==> config.mk <==
export PLATFORM = sky130hd
export DESIGN_NAME = branch_resolve_stage_flat
export DESIGN_NICKNAME = d
export VERILOG_FILES = /design/src/rtl/branch_resolve_stage_if.sv /design/src/rtl/branch_resolve_stage.sv /design/src/flat_wrapper.sv
export SDC_FILE = /design/constraint.sdc
export NUM_CORES = 1
export LEC_CHECK = 0
export BUFFER_PORTS_ARGS = -buffer_cell sky130_fd_sc_hd__clkbuf_2
export CORE_AREA = 8 8 186 188
export CTS_CLUSTER_DIAMETER = 40
export DETAILED_ROUTE_END_ITERATION = 8
export DIE_AREA = 0 0 194 196
export SKIP_CTS_REPAIR_TIMING = 1
export SYNTH_ARGS = -nofsm -noshare
export SYNTH_HDL_FRONTEND = slang
export SYNTH_SLANG_ARGS = --single-unit
==> constraint.sdc <==
create_clock -name clk -period 5.3 [get_ports clk]
set_input_delay 0.795 -clock clk [delete_from_list [all_inputs] [get_ports clk]]
set_output_delay 0.795 -clock clk [all_outputs]
set_load 0.005 [all_outputs]
==> src/rtl/branch_resolve_stage_if.sv <==
// Branch-resolve handshake and result bundle shared by the issuing stage
// (master) and the branch resolve stage (slave).
interface branch_resolve_stage_if #(
  parameter int XLEN = 64
);
  logic            in_valid;
  logic            stall;
  logic [2:0]      br_op;
  logic [XLEN-1:0] A;
  logic [XLEN-1:0] B;
  logic [XLEN-1:0] pc;
  logic [XLEN-1:0] imm;
  logic            in_ready;
  logic            out_valid;
  logic            taken;
  logic [XLEN-1:0] target;
  logic            flush;
  logic            illegal;
  logic [31:0]     taken_cnt;
  logic [31:0]     total_cnt;

  modport master (
    output in_valid, stall, br_op, A, B, pc, imm,
    input  in_ready, out_valid, taken, target, flush, illegal, taken_cnt, total_cnt
  );

  modport slave (
    input  in_valid, stall, br_op, A, B, pc, imm,
    output in_ready, out_valid, taken, target, flush, illegal, taken_cnt, total_cnt
  );
endinterface

==> src/rtl/branch_resolve_stage.sv <==
// Branch resolve stage: evaluates the branch condition, computes pc+imm,
// and after a taken branch holds a flush request to IF/ID for FLUSH_CYCLES
// cycles while dropping the wrong-path requests that arrive meanwhile.
module branch_resolve_stage #(
  parameter int XLEN         = 64,
  parameter int FLUSH_CYCLES = 2
) (
  input logic                   clk,
  input logic                   rst,
  branch_resolve_stage_if.slave bus_io
);

  typedef enum logic {IDLE = 1'b0, FLUSH = 1'b1} state_t;

  localparam logic [3:0] FLUSH_LOAD = 4'(FLUSH_CYCLES - 1);

  state_t          state_q, state_d;
  logic [3:0]      fcnt_q, fcnt_d;
  logic            out_valid_q;
  logic            taken_q;
  logic            illegal_q;
  logic [XLEN-1:0] target_q;
  logic [31:0]     taken_cnt_q;
  logic [31:0]     total_cnt_q;

  logic signed [XLEN-1:0] a_s;
  logic signed [XLEN-1:0] b_s;
  logic            eq, lt, ltu;
  logic            op_illegal;
  logic            cond_taken;
  logic            in_ready;
  logic            capture;

  // Counters stick at all-ones instead of wrapping.
  function automatic logic [31:0] sat_inc(input logic [31:0] v);
    return (v == 32'hFFFF_FFFF) ? v : v + 32'd1;
  endfunction

  // Map the branch opcode onto the compare flags; illegal opcodes never take.
  function automatic logic resolve(input logic [2:0] op, input logic f_eq,
                                   input logic f_lt, input logic f_ltu);
    case (op)
      3'b000:  return f_eq;
      3'b001:  return !f_eq;
      3'b100:  return f_lt;
      3'b101:  return !f_lt;
      3'b110:  return f_ltu;
      3'b111:  return !f_ltu;
      default: return 1'b0;
    endcase
  endfunction

  // Operand compare, condition resolve and capture qualification.
  always_comb begin
    a_s        = bus_io.A;
    b_s        = bus_io.B;
    eq         = (bus_io.A == bus_io.B);
    lt         = (a_s < b_s);
    ltu        = (bus_io.A < bus_io.B);
    op_illegal = (bus_io.br_op[2:1] == 2'b01);
    cond_taken = resolve(bus_io.br_op, eq, lt, ltu);
    in_ready   = (state_q == IDLE);
    capture    = bus_io.in_valid && in_ready && !bus_io.stall;
  end

  // Next state: a taken capture opens the flush window; the counter runs
  // down regardless of stall and the window closes once it reads zero.
  always_comb begin
    state_d = state_q;
    fcnt_d  = fcnt_q;
    if (state_q == IDLE) begin
      if (capture && cond_taken) begin
        state_d = FLUSH;
        fcnt_d  = FLUSH_LOAD;
      end
    end else begin
      if (fcnt_q == 4'd0) begin
        state_d = IDLE;
      end else begin
        fcnt_d = fcnt_q - 4'd1;
      end
    end
  end

  // State register.
  always_ff @(posedge clk) begin
    if (rst) begin
      state_q <= IDLE;
      fcnt_q  <= 4'd0;
    end else begin
      state_q <= state_d;
      fcnt_q  <= fcnt_d;
    end
  end

  // Result registers: pulses every cycle, held values and counters on capture.
  always_ff @(posedge clk) begin
    if (rst) begin
      out_valid_q <= 1'b0;
      illegal_q   <= 1'b0;
      taken_q     <= 1'b0;
      target_q    <= '0;
      taken_cnt_q <= 32'd0;
      total_cnt_q <= 32'd0;
    end else begin
      out_valid_q <= capture;
      illegal_q   <= capture && op_illegal;
      if (capture) begin
        taken_q     <= cond_taken;
        target_q    <= bus_io.pc + bus_io.imm;
        total_cnt_q <= sat_inc(total_cnt_q);
        if (cond_taken) begin
          taken_cnt_q <= sat_inc(taken_cnt_q);
        end
      end
    end
  end

  assign bus_io.in_ready  = in_ready;
  assign bus_io.out_valid = out_valid_q;
  assign bus_io.taken     = taken_q;
  assign bus_io.target    = target_q;
  assign bus_io.flush     = (state_q == FLUSH);
  assign bus_io.illegal   = illegal_q;
  assign bus_io.taken_cnt = taken_cnt_q;
  assign bus_io.total_cnt = total_cnt_q;

endmodule

==> src/flat_wrapper.sv <==
// flat-port wrapper written by rule: the top's interface ports become plain ports
module branch_resolve_stage_flat 
#(
  parameter int XLEN         = 64,
  parameter int FLUSH_CYCLES = 2
)
  (clk, rst, bus_io_in_valid, bus_io_stall, bus_io_br_op, bus_io_A, bus_io_B, bus_io_pc, bus_io_imm, bus_io_in_ready, bus_io_out_valid, bus_io_taken, bus_io_target, bus_io_flush, bus_io_illegal, bus_io_taken_cnt, bus_io_total_cnt);
  branch_resolve_stage_if #(.XLEN(XLEN)) bus_io_i ();
  input logic clk;
  input logic rst;
  input wire logic [$bits(bus_io_i.in_valid)-1:0] bus_io_in_valid;
  input wire logic [$bits(bus_io_i.stall)-1:0] bus_io_stall;
  input wire logic [$bits(bus_io_i.br_op)-1:0] bus_io_br_op;
  input wire logic [$bits(bus_io_i.A)-1:0] bus_io_A;
  input wire logic [$bits(bus_io_i.B)-1:0] bus_io_B;
  input wire logic [$bits(bus_io_i.pc)-1:0] bus_io_pc;
  input wire logic [$bits(bus_io_i.imm)-1:0] bus_io_imm;
  output wire logic [$bits(bus_io_i.in_ready)-1:0] bus_io_in_ready;
  output wire logic [$bits(bus_io_i.out_valid)-1:0] bus_io_out_valid;
  output wire logic [$bits(bus_io_i.taken)-1:0] bus_io_taken;
  output wire logic [$bits(bus_io_i.target)-1:0] bus_io_target;
  output wire logic [$bits(bus_io_i.flush)-1:0] bus_io_flush;
  output wire logic [$bits(bus_io_i.illegal)-1:0] bus_io_illegal;
  output wire logic [$bits(bus_io_i.taken_cnt)-1:0] bus_io_taken_cnt;
  output wire logic [$bits(bus_io_i.total_cnt)-1:0] bus_io_total_cnt;
  assign bus_io_i.in_valid = bus_io_in_valid;
  assign bus_io_i.stall = bus_io_stall;
  assign bus_io_i.br_op = bus_io_br_op;
  assign bus_io_i.A = bus_io_A;
  assign bus_io_i.B = bus_io_B;
  assign bus_io_i.pc = bus_io_pc;
  assign bus_io_i.imm = bus_io_imm;
  assign bus_io_in_ready = bus_io_i.in_ready;
  assign bus_io_out_valid = bus_io_i.out_valid;
  assign bus_io_taken = bus_io_i.taken;
  assign bus_io_target = bus_io_i.target;
  assign bus_io_flush = bus_io_i.flush;
  assign bus_io_illegal = bus_io_i.illegal;
  assign bus_io_taken_cnt = bus_io_i.taken_cnt;
  assign bus_io_total_cnt = bus_io_i.total_cnt;
  branch_resolve_stage #(.XLEN(XLEN), .FLUSH_CYCLES(FLUSH_CYCLES)) u_core (.clk(clk), .rst(rst), .bus_io(bus_io_i));
endmodule
==> Word level (Yosys, flattened, before mapping) <==
Cells that the tools add are included.
W data, S select, Z words.
{ "op_classes": {"addsub": 4, "order_cmp": 2, "eq_ne": 10, "muxes": 7, "bitwise": 3, "reduce_logical": 14} }
{ "op_table": {"columns": ["op", "n"], "rows": [
  ["$lt A64 B64 Y1", 2],
  ["$add A32 B1 Y32 const B", 2],
  ["$add A64 B64 Y64", 1],
  ["$eq A32 B32 Y1 const B", 2],
  ["$eq A64 B64 Y1", 1],
  ["$eq A3 B3 Y1 const B", 4],
  ["$mux W4", 3],
  ["$pmux W1 S6", 1],
  ["$logic_and A1 B1 Y1", 4],
  ["$logic_not A1 Y1", 4],
  ["$logic_not A4 Y1", 1],
  ["$reduce_and A2 Y1", 2],
  ["$sub A4 B1 Y4 const B", 1],
  ["$eq A3 B1 Y1 const B", 1],
  ["$logic_not A3 Y1", 1],
  ["$mux W1", 3],
  ["$not A1 Y1", 3],
  ["$reduce_and A3 Y1", 1],
  ["$eq A2 B1 Y1 const B", 1],
  ["$ne A2 B2 Y1 const B", 1],
  ["$reduce_bool A2 Y1", 1]
]} }
{ "totals": {"register_bits": 136, "out_inout_bits": 133, "word_cells": 48} }

==> Logic depth before layout (Yosys ltp) <==
{ "logic_depth": {"word_depth": 6, "ltp_mapped": 14} }

==> Worst setup path after synthesis <==
OpenSTA, ideal clock, no wires.
{ "synth_path": {"path_type": "input port to flip-flop", "from": "input bus_io_B[49]", "to": "register u_core.taken_cnt_q[1] (netlist: u_core.bus_io.taken_cnt[1])", "setup_time_ns": 0.128, "t_arrival_ns": 3.682, "required_ns": 5.172, "setup_slack_ns": 1.490, "stages": 14, "cell_sequence": "inv_1 > ha_1 > a21o_1 > a21o_1 > a21o_1 > a221o_1 > or4_1 > a211oi_2 > mux2_4 > o21ai_4 > buf_6 > buf_2 > mux2i_1 > nor2_1"} }
{ "synth_between": {"elab_chain_len": 4, "elab_cells_between_ends": 8, "cone_classes": "2 x order compare; 1 x eq/ne; 1 x mux; 4 x reduce/logical"} }
{ "synth_lines": {"columns": ["element", "line_no", "rtl"], "rows": [
  ["from (decl)", "flat_wrapper.sv:15", "input wire logic [$bits(bus_io_i.B)-1:0] bus_io_B;"],
  ["$lt A64 B64 Y1 (tied with other cells)", "branch_resolve_stage.sv:59", "ltu = (bus_io.A < bus_io.B);"],
  ["$logic_not A1 Y1, on equally long branches", "branch_resolve_stage.sv:48, branch_resolve_stage.sv:44, branch_resolve_stage.sv:46", null],
  ["$pmux W1 S6 (*)", "branch_resolve_stage.sv:42", "case (op)"],
  ["$reduce_and A3 Y1 (no source line) (*)", null, null],
  ["to (signal assigned)", "branch_resolve_stage.sv:113", "taken_cnt_q <= sat_inc(taken_cnt_q);"],
  ["to (decl)", "branch_resolve_stage.sv:23", "logic [31:0] taken_cnt_q;"]
]} }
Every way passes the cells marked *; elsewhere a longest branch is shown, timed or not.
A chain may end at the register's enable or synchronous reset.

==> Worst setup path after layout <==
{ "layout_path": {"from": "input bus_io_imm[0]", "to": "register u_core.target_q[60] (netlist: u_core.bus_io.target[60])"} }
{ "layout_between": {"elab_chain_len": 1} }
{ "layout_lines": {"columns": ["element", "line_no", "rtl"], "rows": [
  ["from (decl)", "flat_wrapper.sv:17", "input wire logic [$bits(bus_io_i.imm)-1:0] bus_io_imm;"],
  ["$add A64 B64 Y64", "branch_resolve_stage.sv:110", "target_q <= bus_io.pc + bus_io.imm;"],
  ["to (signal assigned)", "branch_resolve_stage.sv:110", null],
  ["to (decl)", "branch_resolve_stage.sv:22", "logic [XLEN-1:0] target_q;"]
]} }
No other way between the ends.

==> results.toml <==
[run_status]
status = "finished clean"

[clocking]
cts_tree = "done"
cts.root.buffer_cell = "clkbuf_16"
cts-htree-levels = 4
clockBufferDepth = 2
numCtsBuffers = 17
clk_pin_slew_ps = 70
cts_sinks = 136
worstSkewPairLatency_ps = 440

[hold_path]
whs_path_depth = 2
worst_hold_path_type = "reg2reg"
hp-start = "u_core.bus_io.target[4]"

[yosys]
synth.distinct_cells = 72
syn_nets = 1841
yosys_warnings = 0
yosysSeqAreaShare_pct = 24.9
netlist_instances = 1447
ys.flop_type = "dfxtp_1"
synth.avg_cell_area_sq_um = 7.55
netlist_area_sq_mm = 0.0109
async_flop_share_pct = 0
ys_seq_elements = 136
synth_edf_count = 0

[setup_path]
arrival_ps = 4510
crit_chain = "clkbuf_2 -> ha_1 -> inv_1 -> fa_1 -> nor2b_1 -> o211ai_1 -> a311oi_1 -> o21ai_1 -> a211oi_1 -> o21ai_1 -> a2111oi_2 -> nand2_1 -> a2111o_1 -> o211ai_1"
cp-start-kind = "primary input"
slowest_stage = "a311oi_1"
crit_fanout = 4
reg2reg_from = "u_core.bus_io.total_cnt[23]"
cp-startpoint = "bus_io_imm[0]"
setup.worst_path.class = "in2reg"
cp.required_ps = 5670
cp_slowest_stage_delay_ps = 720
worstRegToRegCells = 10
cp-end-kind = "flip-flop"

[placement]
post-dp-hpwl_um = 32300
gp_congestion = 0.898
port_buffers = 395

[global_routing]
grt_antenna_before_repair = 6
grt_pass1_wl_um = 63300
grt_pass1_vias = 11900
grt_max_degree = 75
grt_usage_pct = 20.5
overflow = 0

[power_and_ir_drop]
swShare_pct = 32.4
p_comb_share_pct = 27.2
seqPwrFrac_pct = 33.7
power.internal_uw = 2200
cellPowerDensity_mw_per_mm2 = 234
peakVddDrop_v = 0.000224
total_power_uw = 3250
p_leak_uw = 0.00658
pwr-share-clk_pct = 39.1
p_switching_uw = 1050

[die]
dieArea_sq_mm = 0.0380
ios = 396
core.rowCount = 66
dieWidth_um = 194
die_h_um = 196
core_sq_mm = 0.0319
start_util_pct = 34.3

[timing]
rsz0062_at_grt = "false"
finalCriticalPeriod_ps = 4140
tns_ps = 0
post-route-period-util_pct = 78.2
worst_pin_slew_ps = 882
clock_skew_ps = 12.7
slew_viol_final = 0
relSlewSlack_pct = 41.1
max_clock_freq_ghz = 0.241
hold_viol = 0
setup_viol = 0

[route]
highest_layer = "met5"
ant_nets = 0
drt-initial-drc-count = 566
avgViaCountPerCell = 5.33
avgRoutedWirePerCell_um = 18.0
drt-met1-wl_um = 16900
routed-via-count = 11900
met3WireLength_um = 2240
routed_wl_um = 40200
met2WireLength_um = 19400
firstDrtPassIters = 5
drc = 0

[final_layout]
area.growth.synth_to_final_pct = 26.9
nets = 2201
layout-drive-gt1-share_pct = 25.1
nFillCells = 3296

[job]
maxCapViolations = 0
kinds of logic (layout without fill, tap and decap cells):
kind of cell / after synthesis / in the layout / synth area share, %
xor gates and xnor gates: 81 / 81 / 6.49
DFF: 136 / 136 / 24.9
and+or+nand+nor: 528 / 528 / 23.3
adders and majority gates: 131 / 131 / 15.1
AOI/OAI and AO/OA: 404 / 404 / 23.4
other: 0 / 6 / 0
buffers and inverters: 154 / 527 / 5.52
muxes: 13 / 13 / 1.29
placed cells by master (no fill, tap or decap), types with 7 or more instances in the layout:
cell and count:
clkbuf_16 17, nor2b_1 14, nor2_1 104, nand3_1 60
mux2i_1 7, nor3_1 24, dfxtp_1 136, inv_1 94
o21bai_1 11, a21o_1 38, o211ai_1 11, nand4_1 38
a211oi_1 10, and3_1 16, o31ai_1 8, xor2_1 44
o21a_1 10, or3_1 25, or4_1 10, and4_1 10
ha_1 130, xnor2_1 37, clkbuf_2 394, o21ai_1 33
nand2_1 186, o21ai_0 40, a31oi_1 15, a21oi_1 165
nor4_1 11
Yosys cell counts, types with 11 or more instances:
master,instances,area share [%]
a31oi_1,15,0.86
a21oi_1,165,7.6
o21ai_1,33,1.5
and3_1,17,0.97
dfxtp_1,136,25
o211ai_1,11,0.76
a21o_1,38,2.6
nand3_1,61,2.8
o21bai_1,11,0.76
ha_1,130,15
nor3_1,24,1.1
xor2_1,44,3.5
o21ai_0,40,1.8
nor4_1,11,0.63
or3_1,25,1.4
xnor2_1,37,3.0
clkbuf_1,48,1.6
nand4_1,38,2.2
nor2_1,104,3.6
nand2_1,186,6.4
inv_1,94,3.2
nor2b_1,14,0.80
power by group through the flow:
| stage | Sequential (uW) | Combinational, uW | Clock [uW] |
|---|---|---|---|
| floorplan | 1110 | 557 | 0 |
| global placement | 1120 | 872 | 0 |
| detailed placement | 1120 | 877 | 0 |
| CTS | 1090 | 884 | 1310 |
| global route | 1100 | 986 | 1340 |
| finish | 1090 | 883 | 1270 |
worst paths after layout:
path                                  to  slack [ps]
max             u_core.bus_io.target[60]        1160
min              u_core.bus_io.target[4]         450
max reg2reg  u_core.bus_io.total_cnt[29]        2170
min reg2reg      u_core.bus_io.target[4]         450
worst max-delay path: cells and delay by family:
family                   cells  cell delay, ps
AND/OR/NAND/NOR              2             320
AO/OA/AOI/OAI                8            2640
buffers and inverters        2             150
adder cells (fa/ha/maj)      2             610
per-stage QoR:
stage / cells / util [%] / cell area, sq um / hold slack, ps / setup WS, ps
floorplan: 1447 / - / 10900 / 444 / 1490
global placement: 2196 / 41.5 / 13200 / 439 / 835
detailed placement: 2196 / 41.5 / 13200 / 444 / 785
CTS: 2228 / 43.4 / 13800 / 451 / 1220
global route: 2233 / 43.5 / 13900 / 464 / 994
finish: 2234 / 43.5 / 13900 / 449 / 1160
registers in the layout, summed over array words and instances (netlist names):
register	count
u_core.bus_io.illegal	1
u_core.fcnt_q	4
u_core.bus_io.target	64
u_core.bus_io.out_valid	1
u_core.bus_io.total_cnt	32
u_core.bus_io.taken	1
u_core.bus_io.flush	1
u_core.bus_io.taken_cnt	32
cell type report:
type                       count  area (sq um)  area share, %
clock inverter                13           169           1.22
clock buffer                  19           443           3.19
sequential                   136          2720           19.6
antenna                        6          15.0          0.108
multi-input combinational   1157          7610           54.9
inverter                      94           353           2.54
tap                          408           510           3.68
timing repair buffer         401          2040           14.7
layer usage:
metal	global-route usage, %	vias to the layer above
li1	-	5953
met1	23.8	5520
met2	34.7	360
met3	4.88	80
met4	10.6	2
met5	0	-
(Power assumes the default switching activity.)
